## src/rtl/count_ctrl_pkg.sv

```systemverilog
// count_ctrl_pkg: shared types and helpers for the count block command sequencer.
// Latency: n/a (types, constants and a combinational helper only).
// Backpressure: n/a.
package count_ctrl_pkg;

    // Counter modo encodings, also used as the command mode field.
    localparam logic [1:0] PLUSONE    = 2'b00;
    localparam logic [1:0] MINUSONE   = 2'b01;
    localparam logic [1:0] MINUSTHREE = 2'b10;
    localparam logic [1:0] LOAD       = 2'b11;

    typedef enum logic [1:0] {
        ST_IDLE,
        ST_LOAD,
        ST_RUN,
        ST_DONE
    } state_e;

    typedef struct packed {
        logic [1:0] mode;
        logic [3:0] start;
        logic [3:0] len;
    } cmd_t;

    // True when the step about to execute on q carries the counter across
    // its 0/15 boundary.
    function automatic logic wrap_hit(input logic [1:0] mode, input logic [3:0] q);
        logic hit;
        hit = 1'b0;
        case (mode)
            PLUSONE:    hit = (q == 4'd15);
            MINUSONE:   hit = (q == 4'd0);
            MINUSTHREE: hit = (q <= 4'd2);
            default:    hit = 1'b0;
        endcase
        return hit;
    endfunction

endpackage

```

## src/rtl/count_ctrl_fifo.sv

```systemverilog
// count_ctrl_fifo: small command FIFO, DEPTH entries (power of 2, >= 2), sync active-low reset.
// Latency: a push is visible on pop_dat_o / empty_o one cycle later; pop data is read combinationally.
// Backpressure: push ignored while full_o; pop ignored while empty_o; push and pop may share a cycle.
// Ports: clk, rst_n_i | push_i/push_dat_i write side | pop_i/pop_dat_o read side | full_o, empty_o status.
module count_ctrl_fifo #(
    parameter int DW    = 10,
    parameter int DEPTH = 4
) (
    input  logic          clk,
    input  logic          rst_n_i,
    input  logic          push_i,
    input  logic [DW-1:0] push_dat_i,
    input  logic          pop_i,
    output logic [DW-1:0] pop_dat_o,
    output logic          full_o,
    output logic          empty_o
);

    localparam int AW = $clog2(DEPTH);
    localparam logic [AW:0] FULL_CNT = (AW + 1)'(DEPTH);

    logic [DW-1:0] mem_q [DEPTH];
    logic [AW-1:0] wr_ptr_q;
    logic [AW-1:0] rd_ptr_q;
    logic [AW:0]   cnt_q;
    logic          do_push;
    logic          do_pop;

    assign full_o    = (cnt_q == FULL_CNT);
    assign empty_o   = (cnt_q == '0);
    assign do_push   = push_i && !full_o;
    assign do_pop    = pop_i && !empty_o;
    assign pop_dat_o = mem_q[rd_ptr_q];

    always_ff @(posedge clk) begin
        if (!rst_n_i) begin
            wr_ptr_q <= '0;
            rd_ptr_q <= '0;
            cnt_q    <= '0;
        end else begin
            if (do_push) wr_ptr_q <= wr_ptr_q + AW'(1);
            if (do_pop)  rd_ptr_q <= rd_ptr_q + AW'(1);
            case ({do_push, do_pop})
                2'b10:   cnt_q <= cnt_q + (AW + 1)'(1);
                2'b01:   cnt_q <= cnt_q - (AW + 1)'(1);
                default: cnt_q <= cnt_q;
            endcase
        end
    end

    // Storage needs no reset: the counters alone decide what is valid.
    always_ff @(posedge clk) begin
        if (do_push) mem_q[wr_ptr_q] <= push_dat_i;
    end

endmodule

```

## src/rtl/count_ctrl.sv

```systemverilog
// count_ctrl: sequences {mode,start,len} commands onto the 4-bit count block pins (load, len steps, done report).
// Latency: accept at edge N -> LOAD pins at N+1 -> done pulse at N+2+len when idle; all outputs registered.
// Backpressure: cmd_ready = !full with COUNT_CTRL_QUEUE_EN, else high only while idle with nothing held.
// Ports: clk, reset (sync, active-low) | cmd_valid/cmd_ready/cmd_mode/cmd_start/cmd_len command in |
//        abort | cnt_q counter Q in | cnt_enable/cnt_reset/cnt_modo/cnt_d counter pins |
//        busy, done, aborted, wraps status. Build option: COUNT_CTRL_QUEUE_EN (QDEPTH-entry queue).
module count_ctrl
    import count_ctrl_pkg::*;
#(
    parameter int QDEPTH = 4
) (
    input  logic       clk,
    input  logic       reset,
    input  logic       cmd_valid,
    output logic       cmd_ready,
    input  logic [1:0] cmd_mode,
    input  logic [3:0] cmd_start,
    input  logic [3:0] cmd_len,
    input  logic       abort,
    input  logic [3:0] cnt_q,
    output logic       cnt_enable,
    output logic       cnt_reset,
    output logic [1:0] cnt_modo,
    output logic [3:0] cnt_d,
    output logic       busy,
    output logic       done,
    output logic       aborted,
    output logic [3:0] wraps
);

    if (QDEPTH < 2 || (QDEPTH & (QDEPTH - 1)) != 0) begin : g_bad_qdepth
        $error("count_ctrl: QDEPTH must be a power of 2 and at least 2");
    end

    state_e     state_q, state_d;
    cmd_t       cur_q, cur_d;
    logic [3:0] steps_q, steps_d;
    logic [3:0] wraps_q, wraps_d;
    logic       aborted_q, aborted_d;
    logic       enable_q, enable_d;
    logic       creset_q;
    logic [1:0] modo_q, modo_d;
    logic [3:0] d_q, d_d;
    logic       busy_q, busy_d;
    logic       done_q, done_d;
    logic       ready_q, ready_d;

    logic       pend;
    cmd_t       pend_cmd;
    logic       pop;
    logic       push;
    logic       wrap;
    cmd_t       in_cmd;

    assign in_cmd = {cmd_mode, cmd_start, cmd_len};
    assign push   = cmd_valid && cmd_ready;

`ifdef COUNT_CTRL_QUEUE_EN
    logic q_full;
    logic q_empty;

    count_ctrl_fifo #(
        .DW   ($bits(cmd_t)),
        .DEPTH(QDEPTH)
    ) u_fifo (
        .clk       (clk),
        .rst_n_i   (reset),
        .push_i    (push),
        .push_dat_i(in_cmd),
        .pop_i     (pop),
        .pop_dat_o (pend_cmd),
        .full_o    (q_full),
        .empty_o   (q_empty)
    );

    assign pend      = !q_empty;
    // ready_q only masks the reset window; afterwards fullness alone decides.
    assign ready_d   = 1'b1;
    assign cmd_ready = ready_q && !q_full;
`else
    cmd_t hold_q;
    logic hold_vld_q;
    logic hold_vld_d;

    assign hold_vld_d = push ? 1'b1 : (pop ? 1'b0 : hold_vld_q);
    assign pend       = hold_vld_q;
    assign pend_cmd   = hold_q;
    assign ready_d    = (state_d == ST_IDLE) && !hold_vld_d;
    assign cmd_ready  = ready_q;

    always_ff @(posedge clk) begin
        if (!reset) hold_vld_q <= 1'b0;
        else        hold_vld_q <= hold_vld_d;
    end

    always_ff @(posedge clk) begin
        if (push) hold_q <= in_cmd;
    end
`endif

    always_comb begin
        state_d   = state_q;
        cur_d     = cur_q;
        steps_d   = steps_q;
        wraps_d   = wraps_q;
        aborted_d = aborted_q;
        pop       = 1'b0;
        wrap      = 1'b0;

        case (state_q)
            ST_IDLE: begin
                if (pend) begin
                    pop       = 1'b1;
                    cur_d     = pend_cmd;
                    wraps_d   = 4'd0;
                    aborted_d = 1'b0;
                    state_d   = ST_LOAD;
                end
            end
            ST_LOAD: begin
                steps_d = cur_q.len;
                if (abort) begin
                    aborted_d = 1'b1;
                    state_d   = ST_DONE;
                end else if (cur_q.mode == LOAD || cur_q.len == 4'd0) begin
                    state_d = ST_DONE;
                end else begin
                    state_d = ST_RUN;
                end
            end
            ST_RUN: begin
                // cnt_q still holds the pre-step value; the step lands on the coming edge.
                wrap    = wrap_hit(cur_q.mode, cnt_q);
                steps_d = steps_q - 4'd1;
                if (wrap && wraps_q != 4'd15) wraps_d = wraps_q + 4'd1;
                if (abort) begin
                    aborted_d = 1'b1;
                    state_d   = ST_DONE;
                end else if (steps_q == 4'd1) begin
                    state_d = ST_DONE;
                end
            end
            ST_DONE: begin
                state_d = ST_IDLE;
            end
            default: begin
                state_d = ST_IDLE;
            end
        endcase

        // Pins are registered from the next state so they line up with it.
        enable_d = 1'b0;
        modo_d   = PLUSONE;
        d_d      = 4'd0;
        busy_d   = (state_d != ST_IDLE);
        done_d   = (state_d == ST_DONE);
        case (state_d)
            ST_LOAD: begin
                enable_d = 1'b1;
                modo_d   = LOAD;
                d_d      = cur_d.start;
            end
            ST_RUN: begin
                enable_d = 1'b1;
                modo_d   = cur_d.mode;
            end
            default: ;
        endcase
    end

    always_ff @(posedge clk) begin
        if (!reset) begin
            state_q   <= ST_IDLE;
            cur_q     <= '0;
            steps_q   <= 4'd0;
            wraps_q   <= 4'd0;
            aborted_q <= 1'b0;
            // Hold the counter in its own reset for as long as ours is asserted.
            enable_q  <= 1'b1;
            creset_q  <= 1'b1;
            modo_q    <= PLUSONE;
            d_q       <= 4'd0;
            busy_q    <= 1'b0;
            done_q    <= 1'b0;
            ready_q   <= 1'b0;
        end else begin
            state_q   <= state_d;
            cur_q     <= cur_d;
            steps_q   <= steps_d;
            wraps_q   <= wraps_d;
            aborted_q <= aborted_d;
            enable_q  <= enable_d;
            creset_q  <= 1'b0;
            modo_q    <= modo_d;
            d_q       <= d_d;
            busy_q    <= busy_d;
            done_q    <= done_d;
            ready_q   <= ready_d;
        end
    end

    assign cnt_enable = enable_q;
    assign cnt_reset  = creset_q;
    assign cnt_modo   = modo_q;
    assign cnt_d      = d_q;
    assign busy       = busy_q;
    assign done       = done_q;
    assign aborted    = aborted_q;
    assign wraps      = wraps_q;

endmodule

```

## config.mk

```make
export PLATFORM = sky130hd
export DESIGN_NAME = count_ctrl
export DESIGN_NICKNAME = d
export VERILOG_FILES = /design/src/rtl/count_ctrl_pkg.sv /design/src/rtl/count_ctrl_fifo.sv /design/src/rtl/count_ctrl.sv
export SDC_FILE = /design/constraint.sdc
export NUM_CORES = 1
export LEC_CHECK = 0
export ABC_CLOCK_PERIOD_IN_PS = 5100
export CORE_AREA = 2 2 63 65
export CTS_BUF_LIST = sky130_fd_sc_hd__clkbuf_8
export DETAILED_ROUTE_END_ITERATION = 7
export DIE_AREA = 0 0 65 67
export GPL_ROUTABILITY_DRIVEN = 0
export GPL_TIMING_DRIVEN = 1
export PLACE_DENSITY_LB_ADDON = 0.05
export SLEW_MARGIN = 20
export SYNTH_ARGS = -nofsm -noshare
export SYNTH_HDL_FRONTEND = slang
export SYNTH_HIERARCHICAL = 1
export SYNTH_SLANG_ARGS = --single-unit
```

## constraint.sdc

```tcl
create_clock -name clk -period 5.1 [get_ports clk]
set_input_delay 1.53 -clock clk [delete_from_list [all_inputs] [get_ports clk]]
set_output_delay 1.53 -clock clk [all_outputs]
set_load 0.03 [all_outputs]
```

==> results of run 1 <==
-- synthesized netlist by cell type --
cell / instances
mux2_2: 1
a21oi_1: 19
and3_1: 2
nand2_1: 17
edfxtp_1: 10
nand4b_1: 1
nand2b_1: 3
o41ai_1: 1
and4b_4: 1
and2_1: 9
a31oi_1: 1
o31ai_1: 2
o2bb2ai_1: 1
a211o_1: 1
a221oi_1: 1
ha_1: 10
nor2_1: 16
nor4b_1: 1
o21ba_2: 1
inv_1: 10
a22oi_1: 3
clkbuf_1: 4
nor2b_1: 1
nand3_1: 10
mux2i_1: 3
dfxtp_1: 33
buf_2: 3
nand4_1: 1
a22o_1: 1
o21ai_0: 5
a211oi_1: 1
nor3_1: 2
nand3b_1: 1
or4_4: 1
-- final timing paths --
path / from / endpoint / slack (ns)
setup / recovery: abort / cnt_modo[1] / 1.93
setup reg to reg: state_q[0] / cnt_modo[1] / 2.87
hold / removal: cur_q[6] / cur_q[6] / 0.47
hold reg to reg: cur_q[6] / cur_q[6] / 0.47
-- worst register-to-register path, stage by stage (launching register included) --
cell and delay, ns:
dfxtp_1 0.38, inv_1 0.10, ha_1 0.35, nand2b_1 0.23, inv_1 0.07, a21oi_1 0.32, inv_1 0.12, ha_1 0.33
nand2_1 0.09, o21ba_2 0.16
-- registers in the layout (all words and copies together), names as in the netlist --
register	flops
cnt_modo	2
hold_vld_q	1
aborted	1
cmd_ready	1
busy	1
wraps	4
done	1
state_q	2
cnt_enable	1
cnt_reset	1
steps_q	4
cur_q	10
hold_q	10
cnt_d	4
-- power groups by stage --
stage	combinational [uW]	clock (uW)	sequential [uW]
after detailed placement	297	0	430
after floorplan	165	0	461
after global placement	287	0	429
after global routing	327	226	428
after CTS	298	209	422
final	296	201	422
-- cell type report --
class	instances	area, sq um	share of cell area
repair buffers	33	330.3	0.1504
clock inverters	3	12.51	0.005698
flip-flops and latches	43	960.9	0.4376
well taps	48	60.06	0.02735
clock buffers	5	68.82	0.03134
multi-input cells	117	725.7	0.3305
inverters	10	37.54	0.01709
-- metal layers --
metal,GRT usage,vias up,wire length [um]
li1,-,680,-
met1,0.2038,653,1513
met2,0.3183,32,1794
met3,0.05912,4,141
met4,0.08511,0,38
met5,0,-,0
-- kinds of logic after synthesis --
logic type / count (synthesis) / synth area share
adders and majority gates: 10 / 0.07133
buffers and inverters: 17 / 0.03851
AOI/OAI and AO/OA: 37 / 0.1284
muxes: 4 / 0.02354
DFF: 43 / 0.5478
and+or+nand+nor: 66 / 0.1904
-- metrics by stage --
step / util / instances / total power, uW / hold slack, ns
2_1_floorplan: - / 177 / 626.2 / 0.4319
3_3_place_gp: 0.5864 / 251 / 716.0 / 0.4494
3_5_place_dp: 0.5864 / 251 / 726.7 / 0.4589
4_1_cts: 0.6090 / 259 / 929.5 / 0.4707
5_1_grt: 0.6090 / 259 / 981.1 / 0.4986
6_report: 0.6090 / 259 / 919.4 / 0.4680
==> impl_metrics.json, run 1 <==
{
  "layout_common_cells": "dfxtp_1, clkdlybuf4s50_1, a21oi_1, nand2_1, nor2_1",
  "cts_buffer_depth": 2,
  "setup_viol": 0,
  "finalSetupTns_ns": 0,
  "fmax_mhz": 315.5,
  "wl_mm": 3.488,
  "syn_area_per_cell_sq_um": 9.911,
  "gr-total-overflow": 0,
  "wl_per_cell_um": 13.47,
  "rows": 22,
  "final_layout_size_suffix_gt1_frac": 0.04739,
  "timing.final.ws_setup_ns": 1.930,
  "fin_crit_ns": 3.170,
  "ctsResizeCount": 0,
  "hold_class": "reg2reg",
  "dieArea_sq_um": 4355,
  "cts_buffers": 5,
  "rr_worst_depth": 9,
  "grt_usage": 0.1834,
  "netlist_area_sq_um": 1754,
  "die_h_um": 67,
  "peakVddDrop_mv": 0.2605,
  "htreeDepth": 2,
  "die_x_um": 65,
  "seqPwrFrac": 0.459,
  "grt_first_pass_wirelength_mm": 5.920,
  "slowest_stage": "clkdlybuf4s50_1",
  "antenna_left": 0,
  "p_clk_frac": 0.219,
  "initial_core_util": 0.4865,
  "cap_viol_max_count": 0,
  "post-route-period-util": 0.6215,
  "max_stage_delay_ns": 0.46,
  "synth_seq_cells": 43,
  "end_kind": "register",
  "antenna_found_initial": 0,
  "synth_cell_types": 34,
  "post_dp_cell_area_sq_um": 2115,
  "vias": 1369,
  "drv_slew": 0,
  "synthTopCellsByArea": "dfxtp_1, edfxtp_1, ha_1",
  "max_slew.worst_pin.slew_ns": 0.6861,
  "antenna_cells": 0,
  "cts_tree": "yes",
  "critical_path_required_ns": 5.29,
  "post-cts-setup-buffer-count": 0,
  "status": "completed",
  "grt_pass1_vias": 1359,
  "swShare": 0.3359,
  "num_io_pins": 34,
  "clk_transition_reported_paths_ns": 0.07,
  "drt_iter0_drc": 32,
  "critPathKind": "in2reg",
  "ys_seq_area_frac": 0.5478,
  "finish.instance_area_sq_um": 2196,
  "arrival_ns": 3.36,
  "core_area_sq_um": 3606,
  "clock_sinks": 43,
  "syn_inst": 177,
  "clk_latency_ns": 0.29,
  "viasPerCell": 5.286,
  "synth_top_area_frac": 0.3766,
  "worstHoldPathCells": 2,
  "grt_max_degree": 23,
  "drc": 0,
  "postCtsHoldBufs": 0,
  "fill_cells": 323,
  "synthToLayoutAreaGrowth_pct": 25.18,
  "p_sw_uw": 308.8,
  "dpl.hpwl_mm": 2.545,
  "yosysWarnings": 6,
  "intPower_uw": 610.6,
  "finalClockSkew_ns": 0.002069,
  "fin_nets": 238,
  "relSlewSlack": 0.5421,
  "p_leak_uw": 0.0008267,
  "drtPass1Iterations": 5,
  "startpoint_type": "primary input",
  "cts-root-buf": "clkbuf_8",
  "crit_cells": 8,
  "cp_num_buf_inv": 2,
  "crit_chain": "clkdlybuf4s50_1 -> a211o_1 -> a221oi_1 -> a21oi_1 -> inv_1 -> ha_1 -> nand2_1 -> o21ba_2",
  "hold_violations": 0,
  "p_comb_frac": 0.322,
  "syn_nets": 205,
  "rsz0062_at_grt": "no",
  "powerDensity_nw_per_um2": 418.7,
  "yosysTopAreaCell": "dfxtp_1",
  "crit_fanout": 4,
  "portBuffers": 33,
  "crit_family": "compound AO/OA/AOI/OAI gates",
  "dp_slack_ns": 1.645
}
No activity file was read; power rests on OpenSTA's default activity.
==> inputs of run 2 (changes only) <==
--- a/config.mk
+++ b/config.mk
@@ -5,7 +5,7 @@
 export SDC_FILE = /design/constraint.sdc
 export NUM_CORES = 1
 export LEC_CHECK = 0
-export ABC_CLOCK_PERIOD_IN_PS = 5100
+export ABC_CLOCK_PERIOD_IN_PS = 3200
 export CORE_AREA = 2 2 63 65
 export CTS_BUF_LIST = sky130_fd_sc_hd__clkbuf_8
 export DETAILED_ROUTE_END_ITERATION = 7
==> constraint.sdc (replaced) <==
create_clock -name clk -period 3.2 [get_ports clk]
set_input_delay 0.96 -clock clk [delete_from_list [all_inputs] [get_ports clk]]
set_output_delay 0.96 -clock clk [all_outputs]
set_load 0.03 [all_outputs]
==> run 2 against run 1 <==
  * Global-route usage decreased by 0.43 points
  * Critical path depth unchanged
  * Worst hold slack got worse by 0.0053 ns
  * Clock skew rose by 0.0055 ns
  * Sequential power rose by 59%
  * Combinational power increased by 58%
  * Routed wire length down 1.3%
  * Die area unchanged
  * Critical endpoint unchanged
  * Largest cell class unchanged
  * Highest routed layer unchanged
==> impl_metrics.json, run 2 (synthesis gave the netlist of run 1 again) <==
{
  "status": "completed",
  "rr_worst_depth": 9,
  "cap_viol_max_count": 0,
  "max_stage_delay_ns": 0.47,
  "p_clk_frac": 0.265,
  "relSlewSlack": 0.6601,
  "fin_crit_ns": 2.556,
  "antenna_found_initial": 0,
  "dpl.hpwl_mm": 2.576,
  "final_layout_size_suffix_gt1_frac": 0.05660,
  "whs_ns": 0.4627,
  "finalPower_uw": 1551,
  "antenna_cells": 0,
  "setup_viol": 0,
  "num_io_pins": 34,
  "peakVddDrop_mv": 0.4531,
  "wl_per_cell_um": 13.23,
  "finalSetupTns_ns": 0,
  "synthToLayoutAreaGrowth_pct": 27.25,
  "finalClockSkew_ns": 0.007571,
  "swShare": 0.3191,
  "vias": 1321,
  "dieArea_sq_um": 4355,
  "core_area_sq_um": 3606,
  "post-route-period-util": 0.7986,
  "hold_class": "reg2reg",
  "worstHoldStart": "cur_q[4]",
  "p_leak_uw": 0.0008365,
  "seqPwrFrac": 0.433,
  "drtPass1Iterations": 4,
  "clk_latency_ns": 0.30,
  "p_sw_uw": 494.8,
  "end_kind": "register",
  "wl_mm": 3.441,
  "critPathKind": "in2reg",
  "die_h_um": 67,
  "cts_tree": "yes",
  "critical_path_required_ns": 3.39,
  "post-cts-setup-buffer-count": 0,
  "arrival_ns": 2.75,
  "viasPerCell": 5.081,
  "intPower_uw": 1056,
  "die_x_um": 65,
  "grt_first_pass_wirelength_mm": 5.830,
  "slowest_stage": "clkdlybuf4s50_1",
  "grt_pass1_vias": 1340,
  "rsz0062_at_grt": "no",
  "htreeDepth": 2,
  "worstHoldPathCells": 2,
  "gr-total-overflow": 0,
  "r2r-end": "cnt_modo[1]",
  "hold_violations": 0,
  "crit_fanout": 4,
  "antenna_left": 0,
  "cts_buffer_depth": 2,
  "clk_transition_reported_paths_ns": 0.08,
  "max_slew.worst_pin.slew_ns": 0.5093,
  "layout_common_cells": "dfxtp_1, clkdlybuf4s50_1, a21oi_1, nand2_1, nor2_1",
  "portBuffers": 33,
  "fin_nets": 239,
  "grt_usage": 0.1791,
  "grt_max_degree": 16,
  "ctsResizeCount": 0,
  "largestRegisters": "cur_q: 10 flops, hold_q: 10 flops",
  "cts_buffers": 5,
  "fmax_mhz": 391.3,
  "clock_sinks": 43,
  "drc": 0,
  "cts-root-buf": "clkbuf_8",
  "startpoint_type": "primary input",
  "holdPathEnd": "cur_q[4]",
  "cp_num_buf_inv": 2,
  "drv_slew": 0,
  "crit_chain": "clkdlybuf4s50_1 -> a211o_1 -> a221oi_1 -> a21oi_1 -> inv_1 -> ha_1 -> nand2_1 -> o21ba_2",
  "drt_iter0_drc": 48,
  "crit_family": "compound AO/OA/AOI/OAI gates",
  "powerDensity_nw_per_um2": 694.8,
  "reg2reg_from": "state_q[0]",
  "r2r_setup_slack_ns": 1.01,
  "p_comb_frac": 0.301,
  "utilization": 0.6190,
  "rows": 22,
  "postCtsHoldBufs": 0,
  "initial_core_util": 0.4865
}
-- run 2: cell count changes in the layout (fill, tap and decap cells not counted) --
cell        previous run  this run
buf_4                  0         1
bufinv_16              0         1
clkinv_2               1         0
clkinvlp_4             0         1
inv_1                 12        11
-- run 2: worst reg2reg max path, stage by stage, from the launching register on --
cell      delay (ns)
dfxtp_1         0.37
inv_1           0.10
ha_1            0.35
nand2b_1        0.21
inv_1           0.08
a22oi_1         0.33
inv_1           0.12
ha_1            0.21
nor2b_1         0.13
o21ba_2         0.19
-- run 2: cell type report --
| type | instances | area, sq um |
|---|---|---|
| Fill cell | 320 | 1374 |
| Sequential cell | 43 | 960.9 |
| Multi-Input combinational cell | 117 | 725.7 |
| Timing Repair Buffer | 34 | 337.8 |
| Clock buffer | 5 | 68.82 |
| Tap cell | 48 | 60.06 |
| Clock inverter | 3 | 41.29 |
| Inverter | 10 | 37.54 |
-- run 2: power groups by stage --
stage	sequential, uW	combinational [uW]	clock [uW]
CTS	673	472	422
finish	672	467	411
global placement	683	459	0
detailed placement	684	469	0
floorplan	734	264	0
global route	681	519	444
-- run 2: how the worst max path moves through the flow --
stage,to,slack [ns],cells after the start,startpoint
after floorplan,cnt_modo[1],0.98,7,abort
after global placement,cnt_modo[1],0.39,8,abort
after detailed placement,cnt_modo[1],0.31,8,abort
after CTS,cnt_modo[1],0.63,8,abort
after global routing,cnt_modo[1],0.54,8,abort
final,cnt_modo[1],0.64,8,abort
-- run 2: through the flow --
stage | instance area (sq um) | instances | worst slack, ns
global placement | 2122 | 252 | 0.3949
global route | 2232 | 260 | 0.5370
finish | 2232 | 260 | 0.6445
detailed placement | 2122 | 252 | 0.3149
floorplan | 1754 | 177 | 0.9783
CTS | 2232 | 260 | 0.6348
-- run 2: metal layers --
| layer | GRT usage | vias to the layer above | share of wire |
|---|---|---|---|
| met2 | 0.3299 | 26 | 0.53 |
| li1 | - | 684 | - |
| met1 | 0.1934 | 606 | 0.42 |
| met3 | 0.04392 | 5 | 0.036 |
| met5 | 0 | - | 0 |
| met4 | 0.07979 | 0 | 0.016 |
==> inputs of run 3 (changes only) <==
--- a/config.mk
+++ b/config.mk
@@ -5,11 +5,11 @@
 export SDC_FILE = /design/constraint.sdc
 export NUM_CORES = 1
 export LEC_CHECK = 0
-export ABC_CLOCK_PERIOD_IN_PS = 3200
-export CORE_AREA = 2 2 63 65
+export ABC_CLOCK_PERIOD_IN_PS = 2250
+export CORE_AREA = 2 2 64 66
 export CTS_BUF_LIST = sky130_fd_sc_hd__clkbuf_8
 export DETAILED_ROUTE_END_ITERATION = 7
-export DIE_AREA = 0 0 65 67
+export DIE_AREA = 0 0 66 68
 export GPL_ROUTABILITY_DRIVEN = 0
 export GPL_TIMING_DRIVEN = 1
 export PLACE_DENSITY_LB_ADDON = 0.05
==> constraint.sdc (replaced) <==
create_clock -name clk -period 2.25 [get_ports clk]
set_input_delay 0.675 -clock clk [delete_from_list [all_inputs] [get_ports clk]]
set_output_delay 0.675 -clock clk [all_outputs]
set_load 0.03 [all_outputs]
==> run 3 against run 2 <==
  * Global-route usage is 0.21 points higher
  * Die area increased by 3.1%
  * Largest cell class unchanged
  * Sequential share of layout area is 1.4 points lower
  * Cell count rose by 3.8%
  * Power increased by 47%
==> impl_metrics.json, run 3 (synthesis gave the netlist of run 1 again) <==
{
  "crit_fanout": 4,
  "drt_iter0_drc": 50,
  "finalSetupTns_ns": 0,
  "antenna_cells": 0,
  "post-cts-setup-buffer-count": 0,
  "hold_violations": 0,
  "postCtsHoldBufs": 0,
  "antenna_found_initial": 0,
  "num_io_pins": 34,
  "arrival_ns": 2.25,
  "cap_viol_max_count": 0,
  "vias": 1382,
  "die_h_um": 68,
  "p_leak_uw": 0.0008902,
  "ctsResizeCount": 0,
  "dieArea_sq_um": 4488,
  "rsz0062_at_grt": "no",
  "post-route-period-util": 0.9210,
  "rows": 23,
  "initial_core_util": 0.4549,
  "cts-root-buf": "clkbuf_8",
  "synthToLayoutAreaGrowth_pct": 31.67,
  "cts_buffer_depth": 2,
  "dpl.hpwl_mm": 2.678,
  "drv_slew": 0,
  "drc": 0,
  "status": "completed",
  "layout_common_cells": "dfxtp_1, clkdlybuf4s50_1, a21oi_1, nand2_1, nor2_1",
  "max_slew.worst_pin.slew_ns": 0.3882,
  "end_kind": "register",
  "peakVddDrop_mv": 0.5925,
  "fmax_mhz": 482.6,
  "largestRegisters": "cur_q: 10 flops, hold_q: 10 flops",
  "grt_first_pass_wirelength_mm": 6.003,
  "htreeDepth": 2,
  "wl_per_cell_um": 13.00,
  "setup_viol": 0,
  "core_area_sq_um": 3856,
  "crit_chain": "clkdlybuf4s50_1 -> nand2_1 -> or4_4 -> and4b_4 -> o31ai_1 -> a21oi_1",
  "dp_slack_ns": -0.2995,
  "timing.final.ws_setup_ns": 0.1777,
  "die_x_um": 66,
  "finalClockSkew_ns": 0.004254,
  "grt_max_degree": 15,
  "startpoint_type": "primary input",
  "antenna_left": 0,
  "cts_tree": "yes",
  "clk_latency_ns": 0.29,
  "clk_transition_reported_paths_ns": 0.08,
  "drtPass1Iterations": 6,
  "max_stage_delay_ns": 0.48,
  "relSlewSlack": 0.7385,
  "fin_crit_ns": 2.072,
  "portBuffers": 33,
  "slowest_stage": "clkdlybuf4s50_1",
  "layout_commonest_cell": "dfxtp_1",
  "clock_sinks": 43,
  "viasPerCell": 5.119,
  "critical_path_required_ns": 2.43,
  "fin_nets": 247,
  "grt_usage": 0.1812,
  "critPathKind": "in2reg",
  "hold_class": "reg2reg",
  "grt_pass1_vias": 1421,
  "cts_buffers": 5,
  "final_layout_size_suffix_gt1_frac": 0.1091,
  "gr-total-overflow": 0,
  "powerDensity_nw_per_um2": 990.1,
  "wl_mm": 3.511,
  "utilization": 0.5990,
  "whs_ns": 0.4544
}
==> run 3: through the flow <==
step	std cells	total power, uW	cell area, sq um
6_report	270	2287	2310
5_1_grt	270	2443	2310
4_1_cts	270	2298	2297
3_5_place_dp	262	1695	2185
3_3_place_gp	262	1683	2185
2_1_floorplan	177	1419	1754
==> run 3: final timing paths <==
kind              start          end  slack, ns  depth (start not counted)
max            cnt_q[3]     wraps[3]       0.18                          6
min            cur_q[6]     cur_q[6]       0.45                          2
max reg2reg  state_q[0]  cnt_modo[1]       0.26                          7
min reg2reg    cur_q[6]     cur_q[6]       0.45                          2
==> run 3: metal layers <==
metal	track usage	vias to the layer above	wire length (um)
li1	-	700	-
met4	0.1097	0	103
met5	0	-	0
met1	0.1887	637	1451
met3	0.05592	9	182
met2	0.3220	36	1774
==> run 3: power by group <==
group / internal [uW] / switching (uW)
Sequential: 901 / 48.2
Clock: 330 / 260
Combinational: 332 / 416
==> run 3: cell type report <==
type / count / area [sq um]
clock buffer: 5 / 68.82
clock inverter: 3 / 43.79
fill: 360 / 1546
inverter: 10 / 37.54
multi-input combinational: 117 / 735.7
sequential: 43 / 960.9
tap: 50 / 62.56
timing repair buffer: 42 / 400.4
==> run 3: critical path, delay by kind of cell <==
family	cells	cell delay, ns
and+or+nand+nor	3	0.73
AOI/OAI and AO/OA	2	0.36
buffers and inverters	1	0.48
